$ cat src/rtl/types_pkg.sv
// Shared rename/ROB types: the renamed-instruction record, the ROB entry and the tag space.
package types_pkg;

  localparam int ROB_DEPTH = 16;
  localparam int ROB_TAG_W = 4;
  localparam int PREG_W    = 7;

  typedef struct packed {
    logic [ROB_TAG_W-1:0] rob_tag;
    logic [PREG_W-1:0]    pd_new;
    logic [PREG_W-1:0]    pd_old;
    logic [31:0]          pc;
    logic [6:0]           Opcode;
  } rename_data;

  typedef struct packed {
    logic              valid;
    logic              done;
    logic [PREG_W-1:0] pd_new;
    logic [PREG_W-1:0] pd_old;
  } rob_entry;

endpackage

$ cat src/rtl/rob.sv
// Reorder buffer: in-order dispatch, out-of-order completion, in-order retire with free-list return.
// Optional ROB_PERF_CNT_EN adds retire_cnt/flush_cnt performance counters.
module rob
  import types_pkg::*;
#(
  parameter int DEPTH = ROB_DEPTH
) (
  input  logic                 clk,
  input  logic                 reset,
  input  logic                 valid_in,
  input  rename_data           data_in,
  output logic                 ready_in,
  input  logic                 cmp_valid,
  input  logic [ROB_TAG_W-1:0] cmp_tag,
  input  logic                 cmp_mispredict,
  output logic                 write_en,
  output logic [PREG_W-1:0]    rob_data_in,
  output logic                 mispredict,
  output logic [ROB_TAG_W-1:0] head_tag,
  output logic                 empty,
  output logic                 tag_err
`ifdef ROB_PERF_CNT_EN
  ,
  output logic [31:0]          retire_cnt,
  output logic [15:0]          flush_cnt
`endif
);

  rob_entry             entries [DEPTH];
  logic [ROB_TAG_W-1:0] head, tail, flush_tag, head_nxt, br_off;
  logic [ROB_TAG_W:0]   count;
  logic                 dispatch, retire, cmp_hit;
  logic [DEPTH-1:0]     kill;
  logic                 unused_fields;

  assign unused_fields = ^{data_in.pc, data_in.Opcode};

  assign ready_in = (count != (ROB_TAG_W+1)'(DEPTH)) && !mispredict;
  assign empty    = (count == '0);
  assign head_tag = head;
  assign dispatch = valid_in && ready_in;
  assign retire   = entries[head].valid && entries[head].done;
  assign head_nxt = retire ? head + 1'b1 : head;
  assign br_off   = flush_tag - head;

  // Entries strictly younger than the branch, measured as age from head.
  always_comb begin
    kill = '0;
    for (int unsigned i = 0; i < DEPTH; i++)
      kill[i] = mispredict && ((ROB_TAG_W'(i) - head) > br_off);
  end

  assign cmp_hit = cmp_valid && entries[cmp_tag].valid && !kill[cmp_tag];

  always_ff @(posedge clk or posedge reset) begin
    if (reset) begin
      for (int unsigned i = 0; i < DEPTH; i++) entries[i] <= '0;
      head        <= '0;
      tail        <= '0;
      count       <= '0;
      flush_tag   <= '0;
      write_en    <= 1'b0;
      rob_data_in <= '0;
      mispredict  <= 1'b0;
      tag_err     <= 1'b0;
    end else begin
      write_en   <= retire && (entries[head].pd_new != '0);
      if (retire) rob_data_in <= entries[head].pd_old;
      mispredict <= cmp_hit && cmp_mispredict;
      if (cmp_hit && cmp_mispredict) flush_tag <= cmp_tag;
      if (dispatch && (data_in.rob_tag != tail)) tag_err <= 1'b1;

      for (int unsigned i = 0; i < DEPTH; i++) begin
        if (dispatch && (tail == ROB_TAG_W'(i))) begin
          entries[i] <= '{valid: 1'b1, done: 1'b0,
                          pd_new: data_in.pd_new, pd_old: data_in.pd_old};
        end else begin
          if (cmp_hit && (cmp_tag == ROB_TAG_W'(i))) entries[i].done <= 1'b1;
          if ((retire && (head == ROB_TAG_W'(i))) || kill[i]) entries[i].valid <= 1'b0;
        end
      end

      head <= head_nxt;
      // Dispatch is blocked while mispredict is high, so the flush owns tail/count.
      // A branch retiring on the flush edge leaves nothing behind it.
      if (mispredict) begin
        tail  <= flush_tag + 1'b1;
        count <= (retire && (head == flush_tag)) ? '0
                 : {1'b0, flush_tag - head_nxt} + 1'b1;
      end else begin
        if (dispatch) tail <= tail + 1'b1;
        count <= count + (ROB_TAG_W+1)'(dispatch) - (ROB_TAG_W+1)'(retire);
      end
    end
  end

`ifdef ROB_PERF_CNT_EN
  always_ff @(posedge clk or posedge reset) begin
    if (reset) begin
      retire_cnt <= '0;
      flush_cnt  <= '0;
    end else begin
      if (retire)     retire_cnt <= retire_cnt + 1'b1;
      if (mispredict) flush_cnt  <= flush_cnt + 1'b1;
    end
  end
`endif

endmodule

$ cat config.mk
export PLATFORM = sky130hd
export DESIGN_NAME = rob
export DESIGN_NICKNAME = d
export VERILOG_FILES = /design/src/rtl/types_pkg.sv /design/src/rtl/rob.sv
export SDC_FILE = /design/constraint.sdc
export NUM_CORES = 1
export LEC_CHECK = 0
export BUFFER_PORTS_ARGS = -buffer_cell sky130_fd_sc_hd__buf_2
export CORE_AREA = 4 4 192 194
export CTS_BUF_LIST = sky130_fd_sc_hd__clkbuf_8
export CTS_CLUSTER_DIAMETER = 60
export DETAILED_ROUTE_END_ITERATION = 12
export DIE_AREA = 0 0 196 198
export PLACE_DENSITY = 0.56
export SLEW_MARGIN = 20
export SYNTH_ARGS = -nofsm -noshare
export SYNTH_HDL_FRONTEND = slang
export SYNTH_SLANG_ARGS = --single-unit
$ cat constraint.sdc
create_clock -name clk -period 7.6 [get_ports clk]
set_input_delay 0.38 -clock clk [delete_from_list [all_inputs] [get_ports clk]]
set_output_delay 0.38 -clock clk [all_outputs]
set_load 0.05 [all_outputs]
==> impl_results.html <==
<table>
<tr><th>Metric</th><th>Value</th></tr>
<tr><th colspan="2">STA</th></tr>
<tr><td>Tmin final</td><td>4690 ps</td></tr>
<tr><td>Final WS setup</td><td>2910 ps</td></tr>
<tr><td>Part of the cycle the worst path needs</td><td>61.8%</td></tr>
<tr><td>Sum Neg Setup Slack</td><td>0 ps</td></tr>
<tr><td>Setup skew after layout</td><td>32.5 ps</td></tr>
<tr><td>Final Hold Violating Endpoints</td><td>0</td></tr>
<tr><td>Worst Tran Pin Value</td><td>1190 ps</td></tr>
<tr><td>Worst slew margin relative to its limit</td><td>20.7%</td></tr>
<tr><td>Setup violators final</td><td>0</td></tr>
<tr><td>Unrepaired setup endpoints after global routing</td><td>no</td></tr>
<tr><td>Highest clock frequency the design can meet</td><td>213 MHz</td></tr>
<tr><td>Max-slew violations</td><td>0</td></tr>
<tr><th colspan="2">Drt</th></tr>
<tr><td>Routed wl met2</td><td>17,000 um</td></tr>
<tr><td>Wirelength per Cell</td><td>21.7 um</td></tr>
<tr><td>Top layer reached by signal wires</td><td>met4</td></tr>
<tr><td>Post-DR vias/cell</td><td>5.54</td></tr>
<tr><td>Wire length the detailed router placed on met1</td><td>16,400 um</td></tr>
<tr><td>Total routed wirelength</td><td>35,900 um</td></tr>
<tr><td>Met3 routed WL</td><td>1780 um</td></tr>
<tr><td>Initial DRC count</td><td>570</td></tr>
<tr><td>TritonRoute pass-1 iters</td><td>5</td></tr>
<tr><td>Post-route ant nets</td><td>0</td></tr>
<tr><td>Via count</td><td>9,191</td></tr>
<tr><td>DRC violation count after routing</td><td>0</td></tr>
<tr><th colspan="2">Layout</th></tr>
<tr><td>Final net count</td><td>1,273</td></tr>
<tr><td>Synth-to-layout area growth</td><td>12.4%</td></tr>
<tr><td># diodes</td><td>0</td></tr>
<tr><td>Cell area after layout</td><td>16,000 um2</td></tr>
<tr><td>Share of final-layout standard cells stronger than drive strength 1</td><td>37.6%</td></tr>
<tr><td>Fraction of the core area covered by cells at the end of the flow</td><td>45.3%</td></tr>
<tr><th colspan="2">Synth</th></tr>
<tr><td>Leading register cell type out of synthesis</td><td>sky130_fd_sc_hd__dfrtp_1</td></tr>
<tr><td>Largest cells by area after synthesis</td><td>sky130_fd_sc_hd__dfrtp_1 50%, sky130_fd_sc_hd__mux2_2 18%, sky130_fd_sc_hd__mux4_2 6.5%, sky130_fd_sc_hd__ha_1 3.7%, sky130_fd_sc_hd__nand2_1 1.6%</td></tr>
<tr><td>Main combinational cell family by area after synthesis</td><td>multiplexers</td></tr>
<tr><td>Post-synthesis xor/xnor area fraction</td><td>2.32%</td></tr>
<tr><td>Area fraction in and, or, nand and nor cells after synthesis</td><td>8.38%</td></tr>
<tr><td>Most common library cells after synthesis</td><td>283 x sky130_fd_sc_hd__dfrtp_1, 232 x sky130_fd_sc_hd__mux2_2, 61 x sky130_fd_sc_hd__nand2_1, 42 x sky130_fd_sc_hd__clkbuf_1, 42 x sky130_fd_sc_hd__ha_1</td></tr>
<tr><td>Share of Yosys cell area claimed by the top area cell type</td><td>49.8%</td></tr>
<tr><td>Multiplexer area fraction after synthesis</td><td>25.8%</td></tr>
<tr><td>Post-synthesis cell type with the largest combined area</td><td>sky130_fd_sc_hd__dfrtp_1</td></tr>
<tr><td>Synthesized-area fraction occupied by adder cells</td><td>4.56%</td></tr>
<tr><td>Syn Area/Cell</td><td>12.8 um2</td></tr>
<tr><td>Netlist area before placement</td><td>14,200 um2</td></tr>
<tr><td>Cell variety after synth</td><td>70</td></tr>
<tr><td>Share of the synthesized area in compound gates (AO/OA/AOI/OAI)</td><td>6.09%</td></tr>
<tr><td>EDFF count, synth</td><td>0</td></tr>
<tr><td>Ys async rst share</td><td>100%</td></tr>
<tr><td>Post-synthesis sequential area ratio</td><td>49.8%</td></tr>
<tr><td>Post-synthesis sequential element count</td><td>283</td></tr>
<tr><td>Ys Warns</td><td>0</td></tr>
<tr><td>Dominant cell by count in the synthesized netlist</td><td>sky130_fd_sc_hd__dfrtp_1</td></tr>
<tr><td>Post-synthesis instance total</td><td>1,109</td></tr>
<tr><td>Total nets after synthesis</td><td>1,220</td></tr>
<tr><th colspan="2">Hold path</th></tr>
<tr><td>Min-delay worst type</td><td>primary input to flip-flop</td></tr>
<tr><td>Origin of the worst min-delay path</td><td>data_in[56]</td></tr>
<tr><th colspan="2">Die</th></tr>
<tr><td>Std-Cell Core Area</td><td>35,200 um2</td></tr>
<tr><td>Initial core utilization</td><td>40.3%</td></tr>
<tr><td>Horizontal extent of the die</td><td>196 um</td></tr>
<tr><td>Overall die area</td><td>38,800 um2</td></tr>
<tr><td>Row Count</td><td>69</td></tr>
<tr><td>Ports</td><td>82</td></tr>
<tr><td>Die Y</td><td>198 um</td></tr>
<tr><th colspan="2">Global routing</th></tr>
<tr><td>Total congestion overflow</td><td>0</td></tr>
<tr><td>Pin count of the biggest net entering global routing</td><td>72</td></tr>
<tr><td>Global Route Usage Sum</td><td>18.9%</td></tr>
<tr><td>Via count of the first global-routing pass</td><td>9,706</td></tr>
<tr><td>Initial antenna violation count</td><td>0</td></tr>
<tr><td>Global-route wire length before repair</td><td>57,300 um</td></tr>
<tr><th colspan="2">Setup path</th></tr>
<tr><td>Setup CP Type</td><td>flip-flop to flip-flop</td></tr>
<tr><td>Gate family responsible for the most delay along the worst path</td><td>simple AND/OR/NAND/NOR gates</td></tr>
<tr><td>Longest individual stage delay on the worst path</td><td>740 ps</td></tr>
<tr><td>Required time of the critical path</td><td>8090 ps</td></tr>
<tr><td>Type of destination of the critical path</td><td>flip-flop</td></tr>
<tr><td>Highest fanout seen on the critical path</td><td>32</td></tr>
<tr><td>Cell Chain, Critical Path</td><td>buf_4, inv_1, fa_1, xnor2_1, ha_1, or2_2, o31a_1, nand2_1, o31ai_1, a21oi_1, nand4_1, nor4_4, mux2_4</td></tr>
<tr><td>Launch point of the worst reg-to-reg path</td><td>head_tag[1]</td></tr>
<tr><td>Sum of buffers and inverters on the critical path</td><td>2</td></tr>
<tr><td>Data arrival time of the critical path</td><td>5180 ps</td></tr>
<tr><td>Startpoint kind of the worst setup timing path</td><td>flip-flop</td></tr>
<tr><td>Beginning of the critical path</td><td>head_tag[1]</td></tr>
<tr><td>Critical-path top delay cell</td><td>sky130_fd_sc_hd__xnor2_1</td></tr>
<tr><th colspan="2">Clock tree</th></tr>
<tr><td>Number of resized instances in the post-cts repair step</td><td>0</td></tr>
<tr><td>Number of hold buffers added after cts</td><td>0</td></tr>
<tr><td>Worst-case clock buffer depth</td><td>3</td></tr>
<tr><td>Cell at the root of the clock tree</td><td>sky130_fd_sc_hd__clkbuf_8</td></tr>
<tr><td>Clock buffer count from CTS</td><td>50</td></tr>
<tr><td>Clock insertion delay at the later pin of the skew report</td><td>600 ps</td></tr>
<tr><td>Total setup buffers inserted after CTS</td><td>0</td></tr>
<tr><td>H-Tree Level Count</td><td>2</td></tr>
<tr><td>Sinks on Clock Net</td><td>283</td></tr>
<tr><td>Clk slew on worst S/H paths</td><td>60 ps</td></tr>
<tr><td>CTS tree</td><td>built</td></tr>
<tr><th colspan="2">Place</th></tr>
<tr><td>Post-placement worst setup slack</td><td>2890 ps</td></tr>
<tr><td>Number of port buffers</td><td>42</td></tr>
<tr><td>Placement-stage cell area</td><td>14,900 um2</td></tr>
<tr><td>Last weighted congestion value of the routability-driven placer</td><td>0.882</td></tr>
<tr><td>Half-perimeter wire length after detailed placement</td><td>22,900 um</td></tr>
<tr><th colspan="2">Power</th></tr>
<tr><td>Cell Pwr Density</td><td>492 nW/um2</td></tr>
<tr><td>Maximum vdd drop</td><td>0.000303 V</td></tr>
<tr><td>Switching portion of total power</td><td>38.7%</td></tr>
<tr><td>Static leakage</td><td>6.93 nW</td></tr>
<tr><td>Cell-internal power</td><td>4.82 mW</td></tr>
<tr><td>Post-layout total power</td><td>7.87 mW</td></tr>
<tr><td>Net switching power of the design</td><td>3.04 mW</td></tr>
<tr><td>Comb pwr share</td><td>47.9%</td></tr>
<tr><td>Proportion of power drawn by flip-flops and latches</td><td>33.9%</td></tr>
<tr><td>Power share of the clock group</td><td>18.2%</td></tr>
<tr><th colspan="2">Run</th></tr>
<tr><td>Max capacitance violation total</td><td>0</td></tr>
<tr><th colspan="2">Status</th></tr>
<tr><td>Result of the run</td><td>completed</td></tr>
</table>
[per-stage QoR]
step | hold slack [ps] | cells
finish | 143 | 1659
global route | 128 | 1659
CTS | 17.1 | 1657
detailed placement | 455 | 1569
global placement | 436 | 1568
floorplan | 452 | 1109
[path summary, 6_finish.rpt]
check / cells past startpoint / endpoint / slack [ps]
setup / recovery: 13 / flush_tag[3] / 2910
hold / removal: 4 / tag_err / 140
setup reg to reg: 13 / flush_tag[3] / 2910
hold reg to reg: 1 / tag_err / 470
max in group asynchronous: 5 / rob_data_in[3] / 5540
min in group asynchronous: 3 / entries[172] / 310
[final cells by class]
cell class / instances / area [um2]
multi-input cells: 722 / 6730
well taps: 461 / 577
clock inverters: 25 / 161
clock buffers: 63 / 867
repair buffers: 63 / 390
inverters: 42 / 161
flip-flops and latches: 283 / 7090
fillers: 3241 / 19300
[power by group through the flow]
stage	Sequential (mW)	Combinational [mW]	Clock (mW)
floorplan	2.63	2.90	0
global placement	2.66	3.70	0
detailed placement	2.69	3.77	0
CTS	2.67	3.79	1.47
global route	2.76	4.16	1.54
finish	2.66	3.77	1.43
[worst min-delay path: stages]
cell,delay (ps)
sky130_fd_sc_hd__buf_2,80
sky130_fd_sc_hd__xnor2_1,50
sky130_fd_sc_hd__nand4_1,60
sky130_fd_sc_hd__a21o_1,110
[cell usage in the layout (no fill, tap or decap), drive strengths merged, types with 4 or more instances in the layout]
master  synthesis  layout
a211oi          7       7
a21o            6       6
a21oi          20      20
a22oi           5       5
a31o            8       8
a31oi           4       4
and3            8       8
buf            20      62
clkbuf         42      63
dfrtp         283     283
ha             42      42
inv            40      60
maj3            6       6
mux2          239     239
mux2i           4       4
mux4           41      41
nand2          62      62
nand2b          4       4
nand3          36      36
nor2           39      39
nor2b           9       9
nor3            9       9
nor4           28      28
o211ai         11      11
o21a            8       8
o21ai          31      31
o221ai          4       4
o22a            4       4
or2             7       7
or3             7       7
or4             8       8
xnor2          27      27
xor2            6       6
[per-layer routing]
metal | vias up | global-route usage, %
met4 | 0 | 5.30
met3 | 46 | 3.68
met1 | 4742 | 26.1
li1 | 4178 | -
met2 | 225 | 30.8
met5 | - | 0
[sequential cells by signal (all words and copies together) (netlist names)]
signal and flops:
entries 256, write_en 1, tail 4, mispredict 1, rob_data_in 7, count 5
flush_tag 4, tag_err 1, head_tag 4
[logic make-up (layout without fill, tap and decap cells)]
kind of cell | Yosys count | after routing
mux | 284 | 284
buf+inv | 104 | 193
compound gates | 125 | 125
fa+ha+maj | 51 | 51
xor+xnor | 33 | 33
flops | 283 | 283
simple gates | 229 | 229
No activity file was read; power rests on OpenSTA's default activity.
